[src/rtl/max7219_pkg.sv]
// Shared definitions for the MAX7219 display driver.
// Holds the device register map, code-B glyph values, the frame width,
// the FSM state types and a helper that packs one 16-bit SPI frame.
package max7219_pkg;

   localparam int FRAME_W = 16;

   localparam logic [3:0] REG_DIGIT0    = 4'h1;
   localparam logic [3:0] REG_DECODE    = 4'h9;
   localparam logic [3:0] REG_INTENSITY = 4'hA;
   localparam logic [3:0] REG_SCANLIM   = 4'hB;
   localparam logic [3:0] REG_SHUTDOWN  = 4'hC;
   localparam logic [3:0] REG_TEST      = 4'hF;

   localparam logic [3:0] CB_DASH  = 4'hA;
   localparam logic [3:0] CB_E     = 4'hB;
   localparam logic [3:0] CB_H     = 4'hC;
   localparam logic [3:0] CB_L     = 4'hD;
   localparam logic [3:0] CB_P     = 4'hE;
   localparam logic [3:0] CB_BLANK = 4'hF;

   typedef enum logic [2:0] {TX_IDLE, TX_LOAD, TX_SHIFT, TX_HOLD, TX_GAP} tx_state_t;
   typedef enum logic [1:0] {S_INIT, S_REFRESH, S_IDLE} seq_state_t;

   function automatic logic [FRAME_W-1:0] make_frame(input logic [3:0] addr,
                                                     input logic [7:0] data);
      return {4'h0, addr, data};
   endfunction

endpackage

[src/rtl/max7219_spi_tx.sv]
// One-frame SPI transmitter for the MAX7219.
// Ports: clock/reset (sync, active high); start + frame request a frame and
// are accepted while idle or in the last gap cycle (back-to-back frames);
// done is high during the last gap cycle; max_sck/max_cs/max_din are the pins.
//
// state    | meaning
// TX_IDLE  | cs high, waiting for start
// TX_LOAD  | one cycle, cs low, first bit on din
// TX_SHIFT | 16 bits, SCK_DIV cycles low then SCK_DIV cycles high each
// TX_HOLD  | SCK_DIV cycles with cs still low after the last rise
// TX_GAP   | 2*SCK_DIV cycles with cs high; device latches on the cs rise
module max7219_spi_tx
   import max7219_pkg::*;
#(
   parameter int SCK_DIV = 2
) (
   input  logic               clock,
   input  logic               reset,
   input  logic               start,
   input  logic [FRAME_W-1:0] frame,
   output logic               done,
   output logic               max_sck,
   output logic               max_cs,
   output logic               max_din
);

   localparam int CNT_W = $clog2(2*SCK_DIV+1);
   localparam logic [CNT_W-1:0] C_HALF = CNT_W'(SCK_DIV-1);
   localparam logic [CNT_W-1:0] C_GAP  = CNT_W'(2*SCK_DIV-1);

   tx_state_t              r_state;
   logic [CNT_W-1:0]       r_cnt;
   logic [3:0]             r_bit;
   logic                   r_hi;
   logic [FRAME_W-2:0]     r_sh;
   logic                   r_done;
   logic                   r_sck;
   logic                   r_cs;
   logic                   r_din;
   logic                   w_accept;

   assign w_accept = start && ((r_state == TX_IDLE) ||
                               ((r_state == TX_GAP) && (r_cnt == '0)));

   always_ff @(posedge clock) begin
      if (reset) begin
         r_state <= TX_IDLE;
         r_cnt   <= '0;
         r_bit   <= '0;
         r_hi    <= 1'b0;
         r_sh    <= '0;
         r_done  <= 1'b0;
         r_sck   <= 1'b0;
         r_cs    <= 1'b1;
         r_din   <= 1'b0;
      end else begin
         // done marks the final gap cycle so the next frame can start without a hole
         r_done <= (r_state == TX_GAP) && (r_cnt == CNT_W'(1));
         if (w_accept) begin
            r_state <= TX_LOAD;
            r_cs    <= 1'b0;
            r_sck   <= 1'b0;
            r_din   <= frame[FRAME_W-1];
            r_sh    <= frame[FRAME_W-2:0];
         end else begin
            case (r_state)
               TX_LOAD: begin
                  r_state <= TX_SHIFT;
                  r_cnt   <= C_HALF;
                  r_hi    <= 1'b0;
                  r_bit   <= 4'd15;
               end
               TX_SHIFT: begin
                  if (r_cnt != '0) begin
                     r_cnt <= r_cnt - CNT_W'(1);
                  end else begin
                     r_cnt <= C_HALF;
                     if (!r_hi) begin
                        r_hi  <= 1'b1;
                        r_sck <= 1'b1;
                     end else begin
                        r_hi  <= 1'b0;
                        r_sck <= 1'b0;
                        if (r_bit == 4'd0) begin
                           r_state <= TX_HOLD;
                        end else begin
                           r_bit <= r_bit - 4'd1;
                           r_din <= r_sh[FRAME_W-2];
                           r_sh  <= {r_sh[FRAME_W-3:0], 1'b0};
                        end
                     end
                  end
               end
               TX_HOLD: begin
                  if (r_cnt != '0) begin
                     r_cnt <= r_cnt - CNT_W'(1);
                  end else begin
                     r_state <= TX_GAP;
                     r_cs    <= 1'b1;
                     r_cnt   <= C_GAP;
                  end
               end
               TX_GAP: begin
                  if (r_cnt != '0) r_cnt <= r_cnt - CNT_W'(1);
                  else             r_state <= TX_IDLE;
               end
               default: ;
            endcase
         end
      end
   end

   assign done    = r_done;
   assign max_sck = r_sck;
   assign max_cs  = r_cs;
   assign max_din = r_din;

endmodule

[src/rtl/max7219_display_driver.sv]
// MAX7219 display driver: runs the device init sequence after reset, then
// refreshes all eight digit registers from a shadow copy of the inputs on
// every update request.
// Ports: clock/reset (sync, active high); digits/dp_mask/blank_mask form the
// display image; update requests a refresh; busy/init_done report status;
// max_sck/max_cs/max_din drive the device.
//
// state     | meaning
// S_INIT    | sending the 5 configuration frames
// S_REFRESH | sending the 8 digit frames from the shadow registers
// S_IDLE    | nothing to send, busy low
module max7219_display_driver
   import max7219_pkg::*;
#(
   parameter int         SCK_DIV   = 2,
   parameter logic [3:0] INTENSITY = 4'h8
) (
   input  logic        clock,
   input  logic        reset,
   input  logic [31:0] digits,
   input  logic [7:0]  dp_mask,
   input  logic [7:0]  blank_mask,
   input  logic        update,
   output logic        busy,
   output logic        init_done,
   output logic        max_sck,
   output logic        max_cs,
   output logic        max_din
);

   seq_state_t         r_state;
   logic [3:0]         r_idx;
   logic               r_kick;
   logic               r_busy;
   logic               r_init_done;
   logic               r_pending;
   logic [31:0]        r_sh_digits;
   logic [7:0]         r_sh_dp;
   logic [7:0]         r_sh_blank;

   logic               w_tx_done;
   logic               w_last;
   logic               w_series_end;
   logic               w_restart;
   logic               w_start;
   logic [FRAME_W-1:0] w_frame;
   logic [2:0]         w_didx;
   logic [31:0]        w_digits;
   logic [7:0]         w_dp;
   logic [7:0]         w_blank;
   logic [3:0]         w_code;

   function automatic logic [FRAME_W-1:0] init_frame(input logic [2:0] idx);
      case (idx)
         3'd0:    return make_frame(REG_SHUTDOWN, 8'h01);
         3'd1:    return make_frame(REG_DECODE, 8'hFF);
         3'd2:    return make_frame(REG_SCANLIM, 8'h07);
         3'd3:    return make_frame(REG_INTENSITY, {4'h0, INTENSITY});
         default: return make_frame(REG_TEST, 8'h00);
      endcase
   endfunction

   // r_idx is the index of the next frame to hand to the transmitter
   assign w_last       = (r_idx == ((r_state == S_INIT) ? 4'd5 : 4'd8));
   assign w_series_end = w_tx_done && w_last;
   assign w_restart    = w_series_end && ((r_state == S_INIT) || r_pending || update);
   assign w_start      = r_kick || (w_tx_done && (!w_last || w_restart));

   // A chained refresh takes digit 0 straight from the live inputs, the same
   // values the shadow captures on that edge, so no idle cycle is inserted.
   always_comb begin
      w_digits = w_restart ? digits     : r_sh_digits;
      w_dp     = w_restart ? dp_mask    : r_sh_dp;
      w_blank  = w_restart ? blank_mask : r_sh_blank;
      w_didx   = w_restart ? 3'd0       : r_idx[2:0];
      w_code   = w_blank[w_didx] ? CB_BLANK : w_digits[{w_didx, 2'b00} +: 4];
      if ((r_state == S_INIT) && !w_restart)
         w_frame = init_frame(r_idx[2:0]);
      else
         w_frame = make_frame(REG_DIGIT0 + {1'b0, w_didx}, {w_dp[w_didx], 3'b000, w_code});
   end

   always_ff @(posedge clock) begin
      if (reset) begin
         r_state     <= S_INIT;
         r_idx       <= '0;
         r_kick      <= 1'b1;
         r_busy      <= 1'b1;
         r_init_done <= 1'b0;
         r_pending   <= 1'b0;
         r_sh_digits <= '0;
         r_sh_dp     <= '0;
         r_sh_blank  <= '0;
      end else begin
         r_kick <= 1'b0;
         if (w_start) r_idx <= r_idx + 4'd1;
         case (r_state)
            S_IDLE: begin
               if (update) begin
                  r_state     <= S_REFRESH;
                  r_busy      <= 1'b1;
                  r_idx       <= '0;
                  r_kick      <= 1'b1;
                  r_sh_digits <= digits;
                  r_sh_dp     <= dp_mask;
                  r_sh_blank  <= blank_mask;
               end
            end
            default: begin
               if (w_restart) begin
                  if (r_state == S_INIT) r_init_done <= 1'b1;
                  r_state     <= S_REFRESH;
                  r_idx       <= 4'd1;
                  r_pending   <= 1'b0;
                  r_sh_digits <= digits;
                  r_sh_dp     <= dp_mask;
                  r_sh_blank  <= blank_mask;
               end else if (w_series_end) begin
                  r_state <= S_IDLE;
                  r_busy  <= 1'b0;
               end else if (update) begin
                  r_pending <= 1'b1;
               end
            end
         endcase
      end
   end

   max7219_spi_tx #(.SCK_DIV(SCK_DIV)) u_tx (
      .clock   (clock),
      .reset   (reset),
      .start   (w_start),
      .frame   (w_frame),
      .done    (w_tx_done),
      .max_sck (max_sck),
      .max_cs  (max_cs),
      .max_din (max_din)
   );

   assign busy      = r_busy;
   assign init_done = r_init_done;

endmodule
[config.mk]
export PLATFORM = sky130hd
export DESIGN_NAME = max7219_display_driver
export DESIGN_NICKNAME = d
export VERILOG_FILES = /design/src/rtl/max7219_pkg.sv /design/src/rtl/max7219_spi_tx.sv /design/src/rtl/max7219_display_driver.sv
export SDC_FILE = /design/constraint.sdc
export NUM_CORES = 1
export LEC_CHECK = 0
export BUFFER_PORTS_ARGS = -buffer_cell sky130_fd_sc_hd__buf_2
export CORE_MARGIN = 5
export CORE_UTILIZATION = 58
export DETAILED_ROUTE_END_ITERATION = 16
export PLACE_DENSITY = 0.8
export SLEW_MARGIN = 20
export SYNTH_ARGS = -nofsm -noshare
export SYNTH_HDL_FRONTEND = slang
export SYNTH_SLANG_ARGS = --single-unit
[constraint.sdc]
create_clock -name clock -period 3.1 [get_ports clock]
set_clock_uncertainty 0.2 [all_clocks]
set_input_delay 0.31 -clock clock [delete_from_list [all_inputs] [get_ports clock]]
set_output_delay 0.31 -clock clock [all_outputs]
set_load 0.01 [all_outputs]
==> results.cfg <==
[outcome]
status = finished clean

[die]
dieArea_um2 = 9330
start_util = 0.596
pin_count = 56
rows = 31
die_y_um = 96.6
fp.dieW_um = 96.6
core_um2 = 7290

[synthesis]
yosysTopAreaCellShare = 0.405
yosysUniqueCellTypes = 61
synth_area_leaders = dfxtp_1, nand2_1, a21oi_1, mux4_2, mux2i_1
syn_inst = 540
ys_ff_latch = 88
netlist_area_um2 = 4350
synth_flop_cell = dfxtp_1
synthArstFlopShare = 0
syn_nets = 601
synth-edff-count = 0
avgSynthCellArea_um2 = 8.05
yosysSeqAreaShare = 0.405
synth_top_area_cell = dfxtp_1
ys_warn_count = 0

[power_and_ir_drop]
swShare = 0.273
seqPwrFrac = 0.513
p_comb_frac = 0.139
p_leak_nw = 2.00
p_switching_uw = 638
internal-power_mw = 1.70
pwr_density_cell_nw_per_um2 = 440
clkPwrFrac = 0.348
peakVddDrop_v = 0.000305
total_power_mw = 2.34

[grt]
antenna_found_initial = 0
grt_pass1_wl_um = 19100
grt_pass1_vias = 4089
grt_start_max_net_pins = 49
grt-ovfl-total = 0
track_usage = 0.264

[clock_network]
path_clk_slew_ns = 0.09
clock_path_buffers = 2
clockRootBuffer = clkbuf_8
clkSinkCount = 88
numCtsBuffers = 9
htreeDepth = 3
clkLatencyLatePin_ns = 0.37
cts_tree = built

[routing]
wirelength_um = 11600
vias_per_cell = 5.82
drc = 0
first_pass_iters = 6
drt.antenna.violating_nets = 0
drt-initial-drc-count = 318
wl_per_cell_um = 16.0
route.vias.total = 4224

[timing]
finalMaxSlewViolations = 0
finalSetupViolCount = 0
slew_headroom = 0.493
whs_ns = 0.00963
worst_pin_slew_ns = 0.760
fin_ws_ns = 0.431
min_period_ns = 2.67
tns_ns = 0
max_freq_mhz = 375
grt_setup_unrepaired = false
min_period_over_period = 0.861
hold_viol = 0

[finish]
final_cell_mix = nand2_1, dfxtp_1, a21oi_1
drive_gt1_frac = 0.155
diodes = 0
fin_nets = 683
synthToLayoutAreaGrowth_pct = 22.2
design_area_um2 = 5310
mostFrequentLayoutCell = nand2_1

[setup_path]
worstSetupPathType = flop to flop
path_max_fanout = 9
worstPathArrival_ns = 2.73
critPathRequiredTime_ns = 3.16
cp-end-kind = flop
startpoint_type = flop

[placed_design]
port_buffers = 55
dpl_cell_area_um2 = 4650
dpl_worst_slack_ns = 0.302
gp_congestion = 0.906
dpl.hpwl_um = 7270

[flow_run]
max-cap-violations = 0

[hold_path]
hp-class = primary input to flop
cells in the mapped netlist, types with 4 or more instances:
library cell and count:
a221oi_1 7, a21oi_1 78, inv_1 11, nand3_1 13
buf_2 12, ha_1 10, nand2_1 137, clkbuf_1 17
nor2_1 39, o21ai_0 11, nor2b_1 5, mux4_2 8
dfxtp_1 88, a31oi_1 4, mux2i_1 15, a21boi_1 4
nor3_1 5, o22ai_1 4
layer usage:
layer	GRT usage	up-vias	routed length (um)
met1	0.313	2002	4610
met4	0.107	0	321
met2	0.461	139	6090
met3	0.0558	34	597
met5	0	-	0
li1	-	2049	-
power by group through the flow:
stage          combinational [mW]  sequential (mW)  clock [mW]
2_1_floorplan               0.203             1.21           0
3_3_place_gp                0.270             1.22           0
3_5_place_dp                0.276             1.22           0
4_1_cts                     0.319             1.20       0.831
5_1_grt                     0.362             1.20       0.867
6_report                    0.326             1.20       0.814
layout make-up:
type	instances	area [um2]
multi-input combinational	406	2380
fill	567	1980
sequential	88	1760
timing repair buffer	106	798
clock buffer	9	124
tap	99	124
clock inverter	7	78.8
inverter	11	41.3
cells by family (layout without fill, tap and decap cells):
group | count (synthesis) | count (layout) | share of synthesized area
xor gates and xnor gates | 4 | 4 | 0.00806
buffers and inverters | 46 | 133 | 0.0509
adders and majority gates | 10 | 10 | 0.0288
and+or+nand+nor | 230 | 230 | 0.236
muxes | 25 | 25 | 0.0811
AOI/OAI and AO/OA | 137 | 137 | 0.190
DFF | 88 | 88 | 0.405
timing repair:
| item | 4_1_cts | 5_1_grt |
|---|---|---|
| endpoints found under the setup margin | 0 | 0 |
| setup buffers | 0 | 0 |
| gates resized for setup | 0 | 0 |
| hold endpoints to repair | 43 | 0 |
| hold buffers | 43 | 0 |
worst max-delay path, stage by stage, from the launching register on:
cell and delay [ns]:
dfxtp_1 0.37, nor2_2 0.27, nand3_1 0.27, a21oi_2 0.53, nor2_1 0.09, ha_1 0.29
nor2_1 0.05, a21oi_1 0.15, nor2_1 0.07, a311oi_1 0.26
final timing paths:
path	start	end	slack [ns]	cells past startpoint
setup reg to reg	r_state[1]	u_tx.r_sh[9]	0.43	9
setup / recovery	r_state[1]	u_tx.r_sh[9]	0.43	9
hold / removal	digits[0]	r_sh_digits[0]	0.01	3
hold reg to reg	r_sh_digits[25]	r_sh_digits[25]	0.25	2
metrics by stage:
stage	cells	util
5_1_grt	726	0.728
3_3_place_gp	666	0.638
4_1_cts	725	0.725
2_1_floorplan	540	-
3_5_place_dp	666	0.638
6_report	726	0.728
sequential cells by signal, summed over array words and instances, names as in the netlist, 2 cells and up:
name	flops
r_state	2
u_tx.r_sh	15
u_tx.r_cnt	3
u_tx.r_state	3
r_sh_blank	8
u_tx.r_bit	4
r_sh_dp	8
r_idx	4
r_sh_digits	32
(Power assumes the default switching activity.)
